File: config.mk
export PLATFORM = sky130hd
export DESIGN_NAME = draw_ball_pipe
export DESIGN_NICKNAME = d
export VERILOG_FILES = /design/src/rtl/draw_ball_pipe.sv
export SDC_FILE = /design/constraint.sdc
export NUM_CORES = 2
export LEC_CHECK = 0
export ABC_CLOCK_PERIOD_IN_PS = 8820
export CORE_ASPECT_RATIO = 1.2
export CORE_UTILIZATION = 60
export CTS_CLUSTER_DIAMETER = 40
export DETAILED_ROUTE_END_ITERATION = 8
export PLACE_DENSITY_LB_ADDON = 0.12
export SYNTH_ARGS = -nofsm -noshare
export SYNTH_HDL_FRONTEND = slang
export SYNTH_SLANG_ARGS = --single-unit
File: constraint.sdc
create_clock -name clk -period 8.82 [get_ports clk]
set_input_delay 0.882 -clock clk [delete_from_list [all_inputs] [get_ports clk]]
set_output_delay 0.882 -clock clk [all_outputs]
set_load 0.05 [all_outputs]
File: src/rtl/draw_ball_pipe.sv
// draw_ball_pipe: pipelined VGA ball renderer, CNT circles, 3-cycle latency.
// Each pixel is tested against per-ball circles using ball state shadowed at
// frame_start; the lowest-index hit supplies the colour. Also flags frames in
// which any pixel fell inside two or more balls.
// Optional build macro: DRAW_BALL_OUTLINE_EN (draw 1-px rings instead of discs).
module draw_ball_pipe #(
    parameter int unsigned CNT = 3,
    parameter int unsigned CW  = 10
) (
    input  logic              clk,
    input  logic              rst_n,
    input  logic              frame_start,
    input  logic [10:0]       vcounter,
    input  logic [11:0]       hcounter,
    input  logic [CNT*CW-1:0] xs,
    input  logic [CNT*CW-1:0] ys,
    input  logic [CNT-1:0]    active,
    input  logic [5:0]        radius,
    input  logic [CNT*3-1:0]  colors,
    output logic [3:0]        out,
    output logic              overlap_frame
);

    // Signed delta width: wide enough for a 12-bit counter minus a CW-bit centre.
    localparam int unsigned W  = (CW > 12) ? CW + 1 : 13;
    localparam int unsigned DW = 2 * W + 1;

    // Shadowed ball state, only updated at frame_start
    logic [CNT*CW-1:0] sh_xs;
    logic [CNT*CW-1:0] sh_ys;
    logic [CNT-1:0]    sh_act;
    logic [5:0]        sh_rad;
    logic [CNT*3-1:0]  sh_col;

    // Stage 1 registers
    logic signed [W-1:0] s1_dx [CNT];
    logic signed [W-1:0] s1_dy [CNT];
    logic [11:0]         s1_sq;
    logic [CNT-1:0]      s1_act;
    logic [CNT*3-1:0]    s1_col;
    logic                s1_v;
`ifdef DRAW_BALL_OUTLINE_EN
    logic [11:0]         s1_inner;
    logic                s1_zero;
`endif

    // Stage 2 registers
    logic [CNT-1:0]      s2_hit;
    logic [CNT*3-1:0]    s2_col;
    logic                s2_v;

    // Combinational intermediates
    logic signed [W-1:0] dx_c [CNT];
    logic signed [W-1:0] dy_c [CNT];
    logic [11:0]         sq_c;
    logic [DW-1:0]       d_c [CNT];
    logic [CNT-1:0]      hit_c;
    logic [3:0]          out_c;
    logic [3:0]          nhit_c;
    logic                set_c;
    logic                sticky;
`ifdef DRAW_BALL_OUTLINE_EN
    logic [11:0]         inner_c;
`endif

    // Capture ball parameters at the start of vertical blanking
    always_ff @(posedge clk) begin
        if (!rst_n) begin
            sh_xs  <= '0;
            sh_ys  <= '0;
            sh_act <= '0;
            sh_rad <= '0;
            sh_col <= '0;
        end else if (frame_start) begin
            sh_xs  <= xs;
            sh_ys  <= ys;
            sh_act <= active;
            sh_rad <= radius;
            sh_col <= colors;
        end
    end

    // Stage 1 arithmetic: signed offsets from each centre, squared radius
    always_comb begin
        for (int unsigned i = 0; i < CNT; i++) begin
            dx_c[i] = $signed(W'(hcounter) - W'(sh_xs[i*CW +: CW]));
            dy_c[i] = $signed(W'(vcounter) - W'(sh_ys[i*CW +: CW]));
        end
    end

    assign sq_c = 12'(sh_rad) * 12'(sh_rad);
`ifdef DRAW_BALL_OUTLINE_EN
    assign inner_c = (12'(sh_rad) - 12'd1) * (12'(sh_rad) - 12'd1);
`endif

    // Stage 1 register: ball state travels with its pixel
    always_ff @(posedge clk) begin
        if (!rst_n) begin
            for (int unsigned i = 0; i < CNT; i++) begin
                s1_dx[i] <= '0;
                s1_dy[i] <= '0;
            end
            s1_sq    <= '0;
            s1_act   <= '0;
            s1_col   <= '0;
            s1_v     <= 1'b0;
`ifdef DRAW_BALL_OUTLINE_EN
            s1_inner <= '0;
            s1_zero  <= 1'b0;
`endif
        end else begin
            for (int unsigned i = 0; i < CNT; i++) begin
                s1_dx[i] <= dx_c[i];
                s1_dy[i] <= dy_c[i];
            end
            s1_sq    <= sq_c;
            s1_act   <= sh_act;
            s1_col   <= sh_col;
            s1_v     <= 1'b1;
`ifdef DRAW_BALL_OUTLINE_EN
            s1_inner <= inner_c;
            s1_zero  <= (sh_rad == 6'd0);
`endif
        end
    end

    // Stage 2 arithmetic: squared distance and per-ball hit test
    always_comb begin
        for (int unsigned i = 0; i < CNT; i++) begin
            d_c[i] = $unsigned(DW'(s1_dx[i]) * DW'(s1_dx[i]) +
                               DW'(s1_dy[i]) * DW'(s1_dy[i]));
`ifdef DRAW_BALL_OUTLINE_EN
            hit_c[i] = s1_act[i] && (d_c[i] <= DW'(s1_sq)) &&
                       (s1_zero || (d_c[i] > DW'(s1_inner)));
`else
            hit_c[i] = s1_act[i] && (d_c[i] <= DW'(s1_sq));
`endif
        end
    end

    // Stage 2 register
    always_ff @(posedge clk) begin
        if (!rst_n) begin
            s2_hit <= '0;
            s2_col <= '0;
            s2_v   <= 1'b0;
        end else begin
            s2_hit <= hit_c;
            s2_col <= s1_col;
            s2_v   <= s1_v;
        end
    end

    // Stage 3 logic: lowest-index priority select and multi-hit count
    always_comb begin
        out_c  = 4'b0000;
        nhit_c = 4'd0;
        for (int unsigned i = 0; i < CNT; i++) begin
            if (s2_hit[i] && !out_c[3]) begin
                out_c = {1'b1, s2_col[i*3 +: 3]};
            end
            nhit_c = nhit_c + 4'(s2_hit[i]);
        end
        set_c = s2_v && (nhit_c >= 4'd2);
    end

    // Output pixel register
    always_ff @(posedge clk) begin
        if (!rst_n) begin
            out <= 4'b0000;
        end else begin
            out <= s2_v ? out_c : 4'b0000;
        end
    end

    // Per-frame overlap report; frame_start clears sticky ahead of a same-cycle set
    always_ff @(posedge clk) begin
        if (!rst_n) begin
            sticky        <= 1'b0;
            overlap_frame <= 1'b0;
        end else if (frame_start) begin
            overlap_frame <= sticky | set_c;
            sticky        <= 1'b0;
        end else if (set_c) begin
            sticky <= 1'b1;
        end
    end

endmodule

==> results.py <==
metrics = {
    "worst_setup_path": {
        "worstSetupStartpointType": "flop",
        "crit_fanout": 13,
        "worst-path-buf-inv": 6,
        "cpMostUsedCell": "sky130_fd_sc_hd__fa_1",
        "crit_path_end_kind": "flop",
        "cp_slowest_stage_delay_ns": 0.69,
        "crit_family": "adder cells",
        "data_arrival_time_of_the_worst_path_ns": 8.18,
        "crit_required_ns": 9.23,
        "critical_path_class": "flop to flop",
        "critPathSlowestCell": "sky130_fd_sc_hd__dfxtp_1",
    },
    "pwr": {
        "switching_power_uw": 8060,
        "power-per-cell-area_nw_per_um2": 308,
        "largest_vdd_supply_drop_mv": 0.406,
        "p_sw_share_pct": 54.8,
        "comb_power_share_pct": 86.3,
        "sequentialPowerShare_pct": 7.7,
        "clock_power_share_pct": 6.0,
        "power_report.internal_total_uw": 6640,
        "cellLeakagePower_uw": 0.0248,
    },
    "global_routing": {
        "grt_start_max_net_pins": 76,
        "sum_of_overflow_across_all_layers_after_global_routing": 0,
        "antenna_found_initial": 3,
        "grt_pass1_vias": 32600,
        "wire_length_of_the_first_global_routing_pass_mm": 169,
        "grt.total_usage_pct": 29.1,
    },
    "outcome": {
        "run_status": "finished, final reports clean",
    },
    "layout": {
        "finish.net_count": 6245,
        "fillers": 6300,
        "area.growth.synth_to_final_pct": 6.27,
        "fraction_of_final_layout_cells_sized_beyond_drive_strength_1_pct": 2.18,
        "finish.instance_area_um2": 47700,
        "mostFrequentLayoutCell": "sky130_fd_sc_hd__inv_1",
        "most-common-layout-cells": "1278 x sky130_fd_sc_hd__inv_1, 1028 x sky130_fd_sc_hd__fa_1, 441 x sky130_fd_sc_hd__ha_1, 293 x sky130_fd_sc_hd__and2_1, 255 x sky130_fd_sc_hd__nand2_1",
    },
    "clocking": {
        "cts_resized": 0,
        "clockBufferDepth": 2,
        "postCtsHoldBufs": 0,
        "clkLatencyLatePin_ns": 0.51,
        "clock_tree.htree_level_count": 4,
        "clk_pin_slew_ns": 0.09,
        "post_cts_buffers": 0,
        "root_buffer": "sky130_fd_sc_hd__clkbuf_16",
        "cts_inserted_buffers": 17,
        "cts_sinks": 196,
        "clock_tree_from_tritoncts": "built",
    },
    "floorplanning": {
        "design.portCount": 109,
        "fp.dieArea_um2": 76000,
        "placeableCoreArea_um2": 73900,
        "placement_rows": 109,
        "initial_core_util_pct": 60.8,
        "dieHeight_um": 302,
        "die_width_um": 252,
    },
    "drt": {
        "avgRoutedWirePerCell_um": 18.0,
        "route.final.wire_length_mm": 102,
        "drt_iter0_markers": 1510,
        "detail_route.first_pass.iterations": 5,
        "ant_nets": 0,
        "routed-via-count": 29700,
        "drt_drc_violations_left": 0,
        "post_drt_via_cell_ratio": 5.22,
    },
    "worst_hold_path": {
        "worst_hold_path_type": "flop to flop",
    },
    "placement": {
        "detailed_place.area_um2": 47100,
        "final_hpwl_from_detailed_placement_mm": 90.5,
        "routabilityCongestion": 0.956,
        "numPortBuffers": 108,
    },
    "logic_synthesis": {
        "async_reset_ff_share_pct": 0,
        "synth-seq-cells": 196,
        "synthCells": 4627,
        "avgSynthCellArea_um2": 9.71,
        "seq_area_frac_synth_pct": 8.73,
        "synth.yosys.warnings": 0,
        "synth.cell_area_um2": 44900,
        "ys_dominant_reg_cell": "sky130_fd_sc_hd__dfxtp_1",
        "synth_cell_type_count": 72,
        "synth-edff-count": 0,
    },
    "timing": {
        "grt_setup_unrepaired": "no",
        "fmaxAchievable_mhz": 129,
        "worst_pin_slew_ns": 0.786,
        "timing.final.setup_violations": 0,
        "finalSetupTns_ns": 0,
        "min_period_over_period_pct": 88.1,
        "post-route-min-period_ns": 7.77,
        "final-hold-violation-count": 0,
        "timing.final.max_slew_violations": 0,
        "slew_headroom_pct": 47.6,
        "timing.clock.skew_ns": 0.0205,
    },
    "job": {
        "drv_cap": 0,
    },
}
==> sequential cells by signal (all words and copies together) (netlist names) <==
name and cells:
s1_dx 39, s1_dy 36, sh_xs 30, sh_ys 30, s1_sq 11, s1_col 9
s2_col 9, sh_col 9, sh_rad 6, out 4, s1_act 3, s2_hit 3
sh_act 3, overlap_frame 1, s1_v 1, s2_v 1, sticky 1
==> synth_stat cells, types with 5 or more instances <==
| master | count | area, um2 |
|---|---|---|
| sky130_fd_sc_hd__buf_1 | 9 | 33.8 |
| sky130_fd_sc_hd__dfxtp_1 | 196 | 3920 |
| sky130_fd_sc_hd__nand4_1 | 11 | 68.8 |
| sky130_fd_sc_hd__inv_1 | 1278 | 4800 |
| sky130_fd_sc_hd__or3_1 | 5 | 31.3 |
| sky130_fd_sc_hd__and2_1 | 293 | 1830 |
| sky130_fd_sc_hd__nor2_1 | 142 | 533 |
| sky130_fd_sc_hd__o2111ai_1 | 7 | 61.3 |
| sky130_fd_sc_hd__o21ai_1 | 34 | 170 |
| sky130_fd_sc_hd__xor2_1 | 52 | 455 |
| sky130_fd_sc_hd__o211ai_1 | 6 | 45.0 |
| sky130_fd_sc_hd__a31oi_1 | 26 | 163 |
| sky130_fd_sc_hd__o21ai_0 | 42 | 210 |
| sky130_fd_sc_hd__a21o_1 | 56 | 420 |
| sky130_fd_sc_hd__nor2b_1 | 128 | 801 |
| sky130_fd_sc_hd__nand2b_1 | 46 | 288 |
| sky130_fd_sc_hd__mux2_2 | 5 | 56.3 |
| sky130_fd_sc_hd__nand2_1 | 255 | 957 |
| sky130_fd_sc_hd__mux2i_1 | 83 | 831 |
| sky130_fd_sc_hd__clkbuf_1 | 112 | 420 |
| sky130_fd_sc_hd__and3_1 | 10 | 62.6 |
| sky130_fd_sc_hd__nand3_1 | 18 | 90.1 |
| sky130_fd_sc_hd__nor3b_1 | 7 | 52.6 |
| sky130_fd_sc_hd__nor3_1 | 13 | 65.1 |
| sky130_fd_sc_hd__ha_1 | 441 | 5520 |
| sky130_fd_sc_hd__o21bai_1 | 13 | 97.6 |
| sky130_fd_sc_hd__a211oi_1 | 9 | 67.6 |
| sky130_fd_sc_hd__xnor2_1 | 107 | 937 |
| sky130_fd_sc_hd__nor4_1 | 6 | 37.5 |
| sky130_fd_sc_hd__a21oi_1 | 92 | 460 |
| sky130_fd_sc_hd__fa_1 | 1028 | 20600 |
| sky130_fd_sc_hd__o21a_1 | 14 | 105 |
==> layer usage <==
metal,wire length [um],GRT usage (%),up-vias
met5,17,0,-
met4,4160,11.6,2
met3,3640,3.05,180
met2,52200,50.8,641
met1,42500,37.2,15100
li1,-,-,13800
==> power groups by stage <==
stage                     sequential, uW  combinational, uW  clock (uW)
final                               1130              12700         886
after global routing                1140              14400         934
after CTS                           1120              12700         906
after detailed placement            1140              12600           0
after global placement              1140              12500           0
after floorplan                     1020               9540           0
==> final timing paths <==
path | slack (ns) | endpoint | start | cells past startpoint
worst max-delay path | 1.05 | s2_hit[2] | s1_dy[0][32] | 28
worst min-delay path | 0.44 | s2_col[3] | s1_col[3] | 1
worst max register to register | 1.05 | s2_hit[2] | s1_dy[0][32] | 28
worst min register to register | 0.44 | s2_col[3] | s1_col[3] | 1
==> kinds of logic (layout without fill, tap and decap cells) <==
family                   after synthesis  in the layout  synth area share (%)
AND/OR/NAND/NOR                      951            951                  11.0
buffers and inverters               1406           1463                  11.8
multiplexers                          89             89                  2.00
adder cells (fa/ha/maj)             1469           1469                  58.1
XOR/XNOR                             159            159                  3.10
AO/OA/AOI/OAI                        356            356                  5.26
other                                  1              3               0.00835
flip-flops                           196            196                  8.73
==> worst register-to-register path: cells and delay by family (launching register included) <==
family / cells / cell delay (ns)
AND/OR/NAND/NOR: 6 / 0.82
flip-flops: 1 / 0.69
AO/OA/AOI/OAI: 6 / 1.53
buffers and inverters: 6 / 0.53
XOR/XNOR: 1 / 0.10
adder cells (fa/ha/maj): 9 / 4.02
==> final cells by class <==
cell class              instances  area, um2  share of cell area [%]
diodes                          1       2.50                 0.00524
clock buffers                  17        425                   0.891
well taps                     999       1250                    2.62
clock inverters                15        228                   0.477
flip-flops and latches        196       3920                    8.22
inverters                    1282       4810                    10.1
multi-input cells            3026      35700                    74.8
repair buffers                149       1380                    2.90
==> through the flow <==
stage                     hold WS [ns]  total power (uW)  worst slack (ns)  util [%]  cells
after detailed placement         0.419             13700              1.12      63.7   5652
after CTS                        0.441             14700              1.06      64.6   5684
final                            0.440             14700              1.05      64.6   5685
after global routing             0.454             16400             0.505      64.6   5684
after floorplan                  0.412             10600              1.61         -   4628
after global placement           0.414             13600              1.33      63.7   5652
No activity file was read; power rests on OpenSTA's default activity.
